[src/rtl/divider_sequential.sv]
// Multi-cycle unsigned restoring divider with valid/ready handshakes on both sides.
// Produces one quotient bit per clock, MSB first.
module divider_sequential #(
    parameter int unsigned DIVIDEND_WIDTH = 4,
    parameter int unsigned DIVISOR_WIDTH  = 2
) (
    input  logic                      clk,
    input  logic                      rst_n,
    input  logic                      in_valid,
    output logic                      in_ready,
    input  logic [DIVIDEND_WIDTH-1:0] dividend,
    input  logic [DIVISOR_WIDTH-1:0]  divisor,
    output logic                      out_valid,
    input  logic                      out_ready,
    output logic [DIVIDEND_WIDTH-1:0] quotient,
    output logic [DIVISOR_WIDTH-1:0]  remainder,
    output logic                      div_by_zero
);

    localparam int unsigned CW = (DIVIDEND_WIDTH > 1) ? $clog2(DIVIDEND_WIDTH) : 1;
    localparam logic [CW-1:0] LastBit = CW'(DIVIDEND_WIDTH - 1);

    typedef enum logic [1:0] {StIdle, StRun, StDone} state_t;

    state_t                    r_state;
    logic [CW-1:0]             r_count;
    logic [DIVIDEND_WIDTH-1:0] r_work;
    logic [DIVISOR_WIDTH-1:0]  r_partial;
    logic [DIVISOR_WIDTH-1:0]  r_divisor;
    logic                      r_in_ready;
    logic                      r_out_valid;
    logic [DIVIDEND_WIDTH-1:0] r_quotient;
    logic [DIVISOR_WIDTH-1:0]  r_remainder;
    logic                      r_dbz;

    logic [DIVISOR_WIDTH:0]    w_p;
    logic                      w_qbit;
    logic [DIVISOR_WIDTH-1:0]  w_diff;
    logic [DIVISOR_WIDTH-1:0]  w_partial_nxt;
    logic [DIVIDEND_WIDTH-1:0] w_work_nxt;

    // r_work shifts dividend bits out of the MSB while quotient bits enter at the LSB.
    always_comb begin
        w_p           = {r_partial, r_work[DIVIDEND_WIDTH-1]};
        w_qbit        = (w_p >= {1'b0, r_divisor});
        // When w_qbit is set the difference is below the divisor, so the low bits suffice.
        w_diff        = w_p[DIVISOR_WIDTH-1:0] - r_divisor;
        w_partial_nxt = w_qbit ? w_diff : w_p[DIVISOR_WIDTH-1:0];
        w_work_nxt    = {r_work[DIVIDEND_WIDTH-2:0], w_qbit};
    end

    always_ff @(posedge clk or negedge rst_n) begin
        if (!rst_n) begin
            r_state     <= StIdle;
            r_count     <= '0;
            r_work      <= '0;
            r_partial   <= '0;
            r_divisor   <= '0;
            r_in_ready  <= 1'b1;
            r_out_valid <= 1'b0;
            r_quotient  <= '0;
            r_remainder <= '0;
            r_dbz       <= 1'b0;
        end else begin
            unique case (r_state)
                StIdle: begin
                    if (in_valid) begin
                        r_in_ready <= 1'b0;
                        r_work     <= dividend;
                        r_divisor  <= divisor;
                        r_partial  <= '0;
                        r_count    <= LastBit;
                        if (divisor == '0) begin
                            r_quotient  <= '1;
                            r_remainder <= '0;
                            r_dbz       <= 1'b1;
                            r_state     <= StDone;
                        end else begin
                            r_state <= StRun;
                        end
                    end
                end
                StRun: begin
                    r_work    <= w_work_nxt;
                    r_partial <= w_partial_nxt;
                    r_count   <= r_count - 1'b1;
                    if (r_count == '0) begin
                        r_quotient  <= w_work_nxt;
                        r_remainder <= w_partial_nxt;
                        r_dbz       <= 1'b0;
                        r_out_valid <= 1'b1;
                        r_state     <= StDone;
                    end
                end
                StDone: begin
                    // Divide-by-zero enters here with out_valid still low; raise it one edge later.
                    if (!r_out_valid) begin
                        r_out_valid <= 1'b1;
                    end else if (out_ready) begin
                        r_out_valid <= 1'b0;
                        r_in_ready  <= 1'b1;
                        r_state     <= StIdle;
                    end
                end
                default: begin
                    r_state     <= StIdle;
                    r_in_ready  <= 1'b1;
                    r_out_valid <= 1'b0;
                end
            endcase
        end
    end

    assign in_ready    = r_in_ready;
    assign out_valid   = r_out_valid;
    assign quotient    = r_quotient;
    assign remainder   = r_remainder;
    assign div_by_zero = r_dbz;

endmodule

[config.mk]
export PLATFORM = sky130hd
export DESIGN_NAME = divider_sequential
export DESIGN_NICKNAME = d
export VERILOG_FILES = /design/src/rtl/divider_sequential.sv
export SDC_FILE = /design/constraint.sdc
export NUM_CORES = 1
export LEC_CHECK = 0
export ABC_AREA = 1
export BUFFER_PORTS_ARGS = -buffer_cell sky130_fd_sc_hd__buf_2
export CAP_MARGIN = 20
export CELL_PAD_IN_SITES_DETAIL_PLACEMENT = 1
export CELL_PAD_IN_SITES_GLOBAL_PLACEMENT = 2
export CORE_MARGIN = 2
export CORE_UTILIZATION = 36
export CTS_BUF_LIST = sky130_fd_sc_hd__clkbuf_4 sky130_fd_sc_hd__clkbuf_8
export DETAILED_ROUTE_END_ITERATION = 12
export GPL_ROUTABILITY_DRIVEN = 0
export PLACE_DENSITY = 0.91
export SYNTH_ARGS = -nofsm -noshare
export SYNTH_HDL_FRONTEND = slang
export SYNTH_SLANG_ARGS = --single-unit
[constraint.sdc]
create_clock -name clk -period 2.9 [get_ports clk]
set_input_delay 0.29 -clock clk [delete_from_list [all_inputs] [get_ports clk]]
set_output_delay 0.29 -clock clk [all_outputs]
set_load 0.01 [all_outputs]
======== Word-level counts from Yosys, hierarchy flattened ========
Index checks and enable logic that the tools add are counted.
storage, ports and cells
  logic and storage cells ................. 65
  register bits after elaboration ......... 21
  output and inout port bits .............. 9
  input port bits ......................... 10
cells by class
  reductions and logical operators ........ 10
  mux-type cells .......................... 33
  bitwise logic cells ..................... 2
  eq/ne operators ......................... 7
  $lt $le $gt $ge ......................... 1
  add/sub/neg operators ................... 2
operators by type and width
  operator               count
  $mux W2                11
  $mux W4                4
  $pmux W4 S2            2
  $pmux W2 S2            3
  $reduce_and A4 Y1      3
  $ne A2 B2 Y1 const B   5
  $mux W1                9
  $logic_not A2 Y1       3
  $pmux W1 S3            2
  $pmux W2 S3            1
  $reduce_and A2 Y1      3
  $ge A3 B2 Y1           1
  $eq A2 B1 Y1 const B   1
  $eq A2 B2 Y1 const B   1
  $not A1 Y1             2
  $pmux W1 S2            1
  $reduce_bool A2 Y1     1
  $sub A2 B1 Y2 const B  1
  $sub A2 B2 Y2          1

======== Logic depth before layout (Yosys ltp) ========
  depth after elaboration ................. 4
  depth in mapped cells ................... 10
  depth with buffers taken out ............ 10

======== Least setup slack after synthesis ========
OpenSTA, ideal clock, no wires.
  path kind ............................... reg-to-reg
  start ................................... reg r_state[0]
  end ..................................... reg r_work[2]
  stages on the path, launching flop included .. 9
  data arrival time ....................... 1.202 ns
  buffers on the path ..................... 1
  required time ........................... 2.773 ns
  path slack .............................. 1.571 ns
  path through ............................ dfrtp_1 inv_1 ha_1 inv_2 nand2_1 nand2_4 buf_4 o211ai_1 o21ai_1
on the way
  longest elaborated chain between the ends .. 3
  elaborated cells on any way between the ends .. 6
ends and longest elaborated chain
  what                                                                        line  source
  start: declaration                                                          25    state_t r_state;
  start signal: assignment                                                    54    r_state <= StIdle;
  start signal: assignment                                                    77    r_state <= StDone;
  start signal: assignment                                                    79    r_state <= StRun;
  $eq A2 B1 Y1 / $logic_not A2 Y1 (equally long branches)                     65    unique case (r_state)
  $reduce_bool A2 Y1 (no source line) / $ne A2 B2 Y1 (equally long branches)  --
  $reduce_and A2 Y1 (no source line)                                          --
  end signal: assignment                                                      69    r_work <= dividend;
  end signal: assignment                                                      84    r_work <= w_work_nxt;
  end: declaration                                                            27    logic [DIVIDEND_WIDTH-1:0] r_work;
Several ways; a longest one is shown, not always the timed one.
A chain may end at the register's enable or synchronous reset.

======== Worst setup path after layout ========
  start ................................... reg r_state[1]
  end ..................................... reg r_quotient[1] (netlist: quotient[1])
on the way
  longest elaborated chain between the ends .. 3
  elaborated cells on any way between the ends .. 8
ends and longest elaborated chain
  what                                                                        line  source
  $eq A2 B1 Y1 / $logic_not A2 Y1 (equally long branches)                     65
  $ne A2 B2 Y1 (no source line) / $reduce_bool A2 Y1 (equally long branches)  --
  $reduce_and A4 Y1 (no source line)                                          --
  end signal: assignment                                                      88    r_quotient <= w_work_nxt;
  end: declaration                                                            32    logic [DIVIDEND_WIDTH-1:0] r_quotient;
Several ways; a longest one is shown, not always the timed one.

==> results_dict.tcl <==
set metrics [dict create \
    status "completed" \
    dr.pass1.iters 4 \
    slew-limit-headroom_pct 67.3 \
    cts_hold_buf 1 \
    syn_avg_cell_area_sq_um 8.25 \
    rows 20 \
    syn_nets 149 \
    root_buffer "clkbuf_4" \
    cp-end-kind "flip-flop" \
    clock_skew_ns 0.00201 \
    ir_worst_vdd_mv 0.451 \
    synthTopCellsByCount "45 x nand2_1, 20 x dfrtp_1, 15 x inv_1" \
    postCtsSetupBuffers 0 \
    antenna_found_initial 0 \
    hpwl_microns 1950 \
    crit_top_cell "inv_2" \
    report.final.slew_viol_count 0 \
    cts_tree "built" \
    powerDensity_nw_per_um2 1170 \
    fin_nets 171 \
    hold_viol_final 0 \
    critPathSlowestCell "ha_1" \
    post_drt_wl_per_cell_microns 13.3 \
    grt_pass1_wl_microns 4460 \
    clkTransAtPathRegs_ns 0.12 \
    fmax_mhz 550 \
    drive_above_1_share_pct 21.4 \
    regArea_sq_um 527 \
    rsz0062_at_grt "no" \
    dieArea_sq_um 3510 \
    yosysTopAreaCellShare_pct 45.6 \
    yosys_warnings 0 \
    cts_made_buffers 3 \
    crit_required_ns 3.12 \
    period_needed_ns 1.82 \
    arrival_ns 2.04 \
    track_usage_pct 16.8 \
    io_pins 19 \
    syn_area_sq_um 1100 \
    path_buf_inv 4 \
    synth-edff-count 0 \
    fin_setup_tns_ns 0 \
    start_util_pct 36.8 \
    fp.dieH_microns 59.2 \
    worstPathCellList "inv_1 -> ha_1 -> inv_2 -> nor2_4 -> inv_2 -> nand3_4 -> inv_2 -> nand2_1 -> nand2_1" \
    netlist_instances 133 \
    yosys.area.top_type "dfrtp_1" \
    vias_per_cell 4.99 \
    cts_sinks 21 \
    fillers 374 \
    cts_resized 0 \
    seq_area_frac_synth_pct 48.0 \
    critPathMaxStageDelay_ns 0.47 \
    min_period_over_period_pct 62.7 \
    grt_pass1_vias 1008 \
    synth_area_leaders "dfrtp_1 46%, nand2_1 15%, ha_1 6.8%" \
    synth.most_common_cell "nand2_1" \
    p_leak_nw 0.684 \
    grt_start_max_net_pins 22 \
    dr.first_iter.drc_count 28 \
    max_cap_violations 0 \
    syn_to_final_growth_pct 14.5 \
    clock_latency_ns 0.31 \
    multi_input_area_sq_um 483 \
    final_util_pct 42.2 \
    cts_max_level 1 \
    n_antenna_cell 0 \
    dr_total_vias 933 \
    ys_async_sr_fraction_pct 100 \
    finalSetupViolCount 0 \
    worstMarginPinSlew_ns 0.491 \
    hold_ws_ns 0.219 \
    cts_buffer_depth 2 \
    remaining_drc_errors 0 \
    start_kind "flip-flop" \
    io_buffers 18 \
    yosys_register_bits 21 \
    critical_path.top_delay_family "adder cells" \
    hp-class "in -> reg" \
    grt.overflow.total 0 \
    ys_types 24 \
    crit_fanout 14 \
    critPathKind "reg -> reg" \
    wl_microns 2490 \
    drtAntennaViolNets 0 \
    fp.coreArea_sq_um 2980 \
    die_x_microns 59.2 \
    synthFlopType "dfrtp_1" \
]
## cell usage in the layout (no fill, tap or decap), drive strengths merged, types with 2 or more instances in the layout
cell type,n
nand2,47
dfrtp,20
inv,20
buf,18
o21ai,12
nor2,8
ha,6
clkbuf,4
nand3,4
o211ai,3
a21oi,3
nand4,2
## power by group
group | internal [mW] | leakage [nW] | switching, mW
Sequential | 0.441 | 0.254 | 0.0678
Combinational | 0.274 | 0.411 | 0.525
Clock | 0.0632 | 0.0184 | 0.0945
Total | 0.779 | 0.684 | 0.687
## path summary, 6_finish.rpt
kind	cells after the start	to	start	slack, ns
worst max-delay path	9	quotient[1]$_DFFE_PN0P_	r_state[1]$_DFFE_PN0P_	1.08
worst min-delay path	4	in_ready$_DFFE_PN1P_	in_valid	0.22
worst max register to register	9	quotient[1]$_DFFE_PN0P_	r_state[1]$_DFFE_PN0P_	1.08
worst min register to register	2	in_ready$_DFFE_PN1P_	in_ready$_DFFE_PN1P_	0.47
max in group asynchronous	2	in_ready$_DFFE_PN1P_	rst_n	2.09
min in group asynchronous	2	quotient[0]$_DFFE_PN0P_	rst_n	0.46
## cell type report
type / instances / area share [%]
clock buffer: 4 / 2.39
inverter: 20 / 5.98
multi-input combinational: 90 / 38.4
sequential: 21 / 41.9
tap: 33 / 3.29
timing repair buffer: 19 / 7.97
## per-layer routing
| layer | share of wire (%) | up-vias | GRT usage, % |
|---|---|---|---|
| met4 | 1.2 | 0 | 5.84 |
| met3 | 3.6 | 3 | 1.97 |
| met5 | 0 | - | 0 |
| li1 | - | 463 | - |
| met2 | 50 | 21 | 29.0 |
| met1 | 45 | 446 | 21.5 |
## per-stage QoR
| stage | area (sq um) | setup slack, ns | power [mW] | cells |
|---|---|---|---|---|
| floorplan | 1100 | 1.57 | 1.10 | 133 |
| global placement | 1220 | 1.16 | 1.29 | 182 |
| detailed placement | 1220 | 1.06 | 1.33 | 182 |
| CTS | 1260 | 1.04 | 1.50 | 187 |
| global route | 1260 | 0.848 | 1.63 | 187 |
| finish | 1260 | 1.08 | 1.47 | 187 |
## tightest hold or removal path: cells and delay by family
family	cells	cell delay (ns)
simple gates	3	0.15
buf+inv	1	0.11
## cells by family (layout without fill, tap and decap cells)
kind of cell / Yosys count / in the layout / synth area share (%)
compound gates: 20 / 20 / 10.1
fa+ha+maj: 6 / 6 / 6.84
buf+inv: 22 / 43 / 7.98
flops: 21 / 21 / 48.0
mux: 1 / 1 / 1.03
simple gates: 63 / 63 / 26.0
## sequential cells by signal (all words and copies together), names as in the netlist
signal	cells
r_work	4
r_state	2
r_divisor	2
div_by_zero	1
remainder	2
r_partial	2
r_count	2
out_valid	1
in_ready	1
quotient	4
No activity file was read; power rests on OpenSTA's default activity.
